**config.mk**
```make
export PLATFORM = sky130hd
export DESIGN_NAME = dmem_dma_flat
export DESIGN_NICKNAME = d
export VERILOG_FILES = /design/src/rtl/dmem_dma_if.sv /design/src/rtl/dmem_dma.sv /design/src/flat_wrapper.sv
export SDC_FILE = /design/constraint.sdc
export NUM_CORES = 1
export LEC_CHECK = 0
export BUFFER_PORTS_ARGS = -buffer_cell sky130_fd_sc_hd__buf_2
export CELL_PAD_IN_SITES_DETAIL_PLACEMENT = 0
export CELL_PAD_IN_SITES_GLOBAL_PLACEMENT = 2
export CORE_UTILIZATION = 35
export DETAILED_ROUTE_END_ITERATION = 10
export PLACE_DENSITY_LB_ADDON = 0.08
export SYNTH_ARGS = -nofsm -noshare
export SYNTH_HDL_FRONTEND = slang
export SYNTH_SLANG_ARGS = --single-unit
```
**constraint.sdc**
```tcl
create_clock -name clk -period 7.4 [get_ports clk]
set_input_delay 2.22 -clock clk [delete_from_list [all_inputs] [get_ports clk]]
set_output_delay 2.22 -clock clk [all_outputs]
set_load 0.02 [all_outputs]
```
**src/rtl/dmem_dma_if.sv**
```systemverilog
// Request/status handshake and data memory port of the copy/fill engine.
// The engine takes the master modport; the requester and memory sit on the slave side.
interface dmem_dma_if #(
    parameter int unsigned LEN_W = 16
) ();
    logic             start;
    logic             mode;
    logic [31:0]      src_addr;
    logic [31:0]      dst_addr;
    logic [LEN_W-1:0] len;
    logic [31:0]      fill_val;
    logic             busy;
    logic             done;
    logic             err;
    logic [31:0]      mem_a;
    logic             mem_we;
    logic [31:0]      mem_wd;
    logic [31:0]      mem_rd;

    modport master (
        input  start, mode, src_addr, dst_addr, len, fill_val, mem_rd,
        output busy, done, err, mem_a, mem_we, mem_wd
    );

    modport slave (
        output start, mode, src_addr, dst_addr, len, fill_val, mem_rd,
        input  busy, done, err, mem_a, mem_we, mem_wd
    );
endinterface

```
**src/rtl/dmem_dma.sv**
```systemverilog
// Copy/fill engine that owns the word-addressed data memory port while busy.
// Copy takes a read and a write cycle per word; fill writes one word per cycle.
module dmem_dma #(
    parameter int unsigned MEM_WORDS = 512,
    parameter int unsigned LEN_W     = 16
) (
    input  logic       clk,
    input  logic       reset,
    dmem_dma_if.master bus
);
    typedef enum logic [2:0] {
        StIdle,
        StCheck,
        StRead,
        StWrite,
        StFinish
    } state_e;

    state_e           state_q, state_d;
    logic             mode_q;
    logic             rej_q;
    logic [31:0]      src_q;
    logic [31:0]      dst_q;
    logic [31:0]      fill_q;
    logic [31:0]      buf_q;
    logic [LEN_W-1:0] rem_q;

    logic             busy, done, err, mem_we;
    logic [31:0]      mem_a, mem_wd;

    // End-of-range word indices, one bit wider than any address so nothing wraps.
    logic [32:0] src_end, dst_end;
    logic        reject;

    assign src_end = {3'b000, src_q[31:2]} + 33'(rem_q);
    assign dst_end = {3'b000, dst_q[31:2]} + 33'(rem_q);

    always_comb begin
        reject = 1'b0;
        if (dst_q[1:0] != 2'b00 || dst_end > 33'(MEM_WORDS)) begin
            reject = 1'b1;
        end
        if (!mode_q && (src_q[1:0] != 2'b00 || src_end > 33'(MEM_WORDS))) begin
            reject = 1'b1;
        end
    end

    always_ff @(posedge clk or negedge reset) begin
        if (!reset) begin
            state_q <= StIdle;
        end else begin
            state_q <= state_d;
        end
    end

    always_comb begin
        state_d = state_q;
        busy    = 1'b1;
        done    = 1'b0;
        err     = 1'b0;
        mem_a   = 32'd0;
        mem_we  = 1'b0;
        mem_wd  = 32'd0;
        unique case (state_q)
            StIdle: begin
                busy = 1'b0;
                if (bus.start) begin
                    state_d = StCheck;
                end
            end
            StCheck: begin
                if (reject || rem_q == '0) begin
                    state_d = StFinish;
                end else if (mode_q) begin
                    state_d = StWrite;
                end else begin
                    state_d = StRead;
                end
            end
            StRead: begin
                mem_a   = src_q;
                state_d = StWrite;
            end
            StWrite: begin
                mem_a  = dst_q;
                mem_we = 1'b1;
                mem_wd = mode_q ? fill_q : buf_q;
                if (rem_q == LEN_W'(1)) begin
                    state_d = StFinish;
                end else if (mode_q) begin
                    state_d = StWrite;
                end else begin
                    state_d = StRead;
                end
            end
            StFinish: begin
                done    = 1'b1;
                err     = rej_q;
                state_d = StIdle;
            end
            default: begin
                state_d = StIdle;
            end
        endcase
    end

    // Request latch and transfer datapath; rem_q holds len until CHECK resolves.
    always_ff @(posedge clk or negedge reset) begin
        if (!reset) begin
            mode_q <= 1'b0;
            rej_q  <= 1'b0;
            src_q  <= 32'd0;
            dst_q  <= 32'd0;
            fill_q <= 32'd0;
            buf_q  <= 32'd0;
            rem_q  <= '0;
        end else begin
            case (state_q)
                StIdle: begin
                    if (bus.start) begin
                        mode_q <= bus.mode;
                        rej_q  <= 1'b0;
                        src_q  <= bus.src_addr;
                        dst_q  <= bus.dst_addr;
                        fill_q <= bus.fill_val;
                        rem_q  <= bus.len;
                    end
                end
                StCheck: begin
                    rej_q <= reject;
                end
                StRead: begin
                    buf_q <= bus.mem_rd;
                end
                StWrite: begin
                    src_q <= src_q + 32'd4;
                    dst_q <= dst_q + 32'd4;
                    rem_q <= rem_q - LEN_W'(1);
                end
                default: begin
                end
            endcase
        end
    end

    assign bus.busy   = busy;
    assign bus.done   = done;
    assign bus.err    = err;
    assign bus.mem_a  = mem_a;
    assign bus.mem_we = mem_we;
    assign bus.mem_wd = mem_wd;
endmodule

```
**src/flat_wrapper.sv**
```systemverilog
// flat-port wrapper written by rule: the top's interface ports become plain ports
module dmem_dma_flat 
#(
    parameter int unsigned MEM_WORDS = 512,
    parameter int unsigned LEN_W     = 16
)
  (clk, reset, bus_start, bus_mode, bus_src_addr, bus_dst_addr, bus_len, bus_fill_val, bus_mem_rd, bus_busy, bus_done, bus_err, bus_mem_a, bus_mem_we, bus_mem_wd);
  dmem_dma_if #(.LEN_W(LEN_W)) bus_i ();
  input  logic clk;
  input  logic reset;
  input wire logic [$bits(bus_i.start)-1:0] bus_start;
  input wire logic [$bits(bus_i.mode)-1:0] bus_mode;
  input wire logic [$bits(bus_i.src_addr)-1:0] bus_src_addr;
  input wire logic [$bits(bus_i.dst_addr)-1:0] bus_dst_addr;
  input wire logic [$bits(bus_i.len)-1:0] bus_len;
  input wire logic [$bits(bus_i.fill_val)-1:0] bus_fill_val;
  input wire logic [$bits(bus_i.mem_rd)-1:0] bus_mem_rd;
  output wire logic [$bits(bus_i.busy)-1:0] bus_busy;
  output wire logic [$bits(bus_i.done)-1:0] bus_done;
  output wire logic [$bits(bus_i.err)-1:0] bus_err;
  output wire logic [$bits(bus_i.mem_a)-1:0] bus_mem_a;
  output wire logic [$bits(bus_i.mem_we)-1:0] bus_mem_we;
  output wire logic [$bits(bus_i.mem_wd)-1:0] bus_mem_wd;
  assign bus_i.start = bus_start;
  assign bus_i.mode = bus_mode;
  assign bus_i.src_addr = bus_src_addr;
  assign bus_i.dst_addr = bus_dst_addr;
  assign bus_i.len = bus_len;
  assign bus_i.fill_val = bus_fill_val;
  assign bus_i.mem_rd = bus_mem_rd;
  assign bus_busy = bus_i.busy;
  assign bus_done = bus_i.done;
  assign bus_err = bus_i.err;
  assign bus_mem_a = bus_i.mem_a;
  assign bus_mem_we = bus_i.mem_we;
  assign bus_mem_wd = bus_i.mem_wd;
  dmem_dma #(.MEM_WORDS(MEM_WORDS), .LEN_W(LEN_W)) u_core (.clk(clk), .reset(reset), .bus(bus_i));
endmodule
```
==> metrics <==
max frequency=194 MHz; GPL Wtd Cong=0.900; crit path to=bus_mem_a[12]; async set-or-reset flop fraction in the synthesized netlist=100%; CP Launch Type=flop; Num CTS Buffers=17; global-route wire length before repair=62,900 µm; P_leak=5.73 nW; area grow syn2layout=17.7%; pre-CTS worst setup slack=2.72 ns; Critical Path Stages=7; setup violators final=0; R2R Setup Slk=3.29 ns; P per Cell Area=442 mW/mm²; most common cell after layout, fill and taps aside=nand2_1; DR iter-0 viols=808; clk buf depth=2; TritonCTS clock tree=done; RSZ-0062 raised after global routing=false; commonest cells after routing, fill and taps aside=215 x nand2_1, 214 x buf_2, 149 x nor2_1; postcts setup bufs=0; Tmin final=5.15 ns; clk slew on worst S/H paths=0.07 ns; Die Wd=176 µm; crit-path most repeated cell=nand2_1; all-layer global routing usage=26.6%; Worst Setup End Kind=primary output; worst vdd ir=175 µV; cell family with most CP delay=buffers and inverters; DR vias=10,700; Post-DP HPWL=29,700 µm; vias in the first global route=10,600; htree depth=4; switching portion of total power=50.2%; maxcap violations=0; Critical Path RT=5.18 ns; Max FO, Critical Path=33; Netlist cell types=78; Netlist Area Pre-Place=0.0106 mm²; Mapped Nets=1,501; Final Util=42.0%; Tightest Pin Transition=1.20 ns; vias per cell=5.72; Clk network pwr share=15.9%; ANT nets after route=0; fin area=0.0125 mm²; reg-to-reg startpoint=u_core.src_q[5]; crit-path cells=nand2b_1 > or2_2 > inv_2 > buf_4 > nand2_1 > nand2_1 > buf_2; Reg2Reg Depth=10; Placed Area=0.0119 mm²; Final #Nets=1,656; internal power=0.00276 W; Final Worst Setup Slack=2.25 ns; share of layout cells above drive strength 1=21.0%; PostCTS Resize Cnt=0; largest net degree at the start of global routing=82; Ports=216; routed length per instance=21.6 µm; Core Rows=63; period utilization=69.6%; Clk Latency, worst-skew pair=0.44 ns; Yosys warnings=0; Die ar.=0.0311 mm²; Clock Sinks=149; Core ar.=0.0298 mm²; initial antenna violation count=7; Die Ht=176 µm; register area share after synthesis=35.1%; final hold viol count=0; WHS=0.473 ns; Post-Route WL=40,500 µm; max-slew violations=0; Overflow after GRT=0; Worst Path Arrival=2.93 ns; final setup TNS=0 ns; Buffers on Ports=215; Worst Path Class, Setup=flop to primary output; status=finished clean; EDFF count, synth=0; Critical Path Start=u_core.state_q[2]; hold crit path type=flop to flop; Psw=0.00278 W; hold buffers post-CTS=0; Reg power frac=32.6%; DRT Pass-1 Iters=5; Crit path largest cell delay=0.51 ns; Initial Utilization=35.7%; Bufs and invs on worst path=3; Syn Inst Count=1,315; clk_skew=0.0137 ns; Comb pwr share=51.5%; Synth Flop Type=dfrtp_1; Mean Syn Cell Area=8.09 µm²; # DRC=0; reg-to-reg endpoint=u_core.state_q[2]; Slew HR=19.5%; Root Driver=clkbuf_16; FF+latch count, synth=149; critical path's slowest cell=inv_2
## power groups by stage
stage / clock [W] / sequential, W / combinational [W]
final: 0.000881 / 0.00180 / 0.00285
after global routing: 0.000928 / 0.00186 / 0.00319
after CTS: 0.000893 / 0.00180 / 0.00285
after detailed placement: 0 / 0.00181 / 0.00283
after global placement: 0 / 0.00183 / 0.00284
after floorplan: 0 / 0.00138 / 0.00233
## through the flow
step	power [W]	instances
6_report	0.00554	1875
3_5_place_dp	0.00464	1841
2_1_floorplan	0.00371	1315
5_1_grt	0.00597	1873
4_1_cts	0.00554	1873
3_3_place_gp	0.00467	1841
## how the worst min path moves through the flow
stage | start | slack, ns | endpoint | cells past startpoint
3_3_place_gp | u_core.fill_q[1] | 0.46 | u_core.fill_q[1] | 2
4_1_cts | u_core.fill_q[1] | 0.48 | u_core.fill_q[1] | 2
3_5_place_dp | u_core.fill_q[1] | 0.46 | u_core.fill_q[1] | 2
2_1_floorplan | u_core.fill_q[0] | 0.45 | u_core.fill_q[0] | 2
6_report | u_core.fill_q[29] | 0.47 | u_core.fill_q[29] | 2
5_1_grt | u_core.fill_q[29] | 0.50 | u_core.fill_q[29] | 2
## cells in the mapped netlist (13+ instances only)
library cell | instances | area, µm²
nand2_1 | 216 | 811
dfrtp_1 | 149 | 3730
nor2_1 | 149 | 559
a21oi_1 | 96 | 480
clkbuf_1 | 73 | 274
o21ai_0 | 63 | 315
nand3_1 | 50 | 250
mux2i_1 | 39 | 390
ha_1 | 36 | 450
nor3_1 | 34 | 170
mux2_2 | 33 | 372
inv_1 | 27 | 101
a211oi_1 | 25 | 188
nand4_1 | 25 | 156
a22o_1 | 23 | 201
and3_1 | 19 | 119
a21o_1 | 15 | 113
o22ai_1 | 14 | 87.6
and4_1 | 13 | 114
o211ai_1 | 13 | 97.6
## kinds of logic after synthesis
group                      Yosys count  synth area share (%)
adders and majority gates           38                  4.61
and+or+nand+nor                    558                  23.9
muxes                               72                  7.16
buffers and inverters              116                  4.27
AOI/OAI and AO/OA                  364                  23.5
DFF                                149                  35.1
xor gates and xnor gates            18                  1.48
## layer usage
| layer | share of wire, % | GRT usage, % | vias to the layer above |
|---|---|---|---|
| li1 | - | - | 5146 |
| met1 | 46 | 35.2 | 5119 |
| met2 | 44 | 41.5 | 378 |
| met3 | 6.6 | 6.55 | 69 |
| met4 | 3.2 | 10.2 | 8 |
| met5 | 0.094 | 0 | - |
## worst min-delay path, cell delays in order (launching register included)
cell     delay [ns]
dfrtp_1        0.34
nand2_1        0.05
nand2_1        0.05
## state kept, by name, summed over array words and instances, names as in the netlist
name and flops:
u_core.buf_q 32, u_core.rej_q 1, u_core.dst_q 32, u_core.state_q 3, u_core.rem_q 16, u_core.mode_q 1, u_core.fill_q 32, u_core.src_q 32
## final cells by class
type                            instances  area, µm²
Antenna cell                            2       5.00
Clock buffer                           24        482
Clock inverter                          8       90.1
Fill cell                            3143      17300
Inverter                               28        105
Multi-Input combinational cell       1050       6470
Sequential cell                       149       3730
Tap cell                              390        488
Timing Repair Buffer                  224       1150
Power figures use the tool's default switching activity.
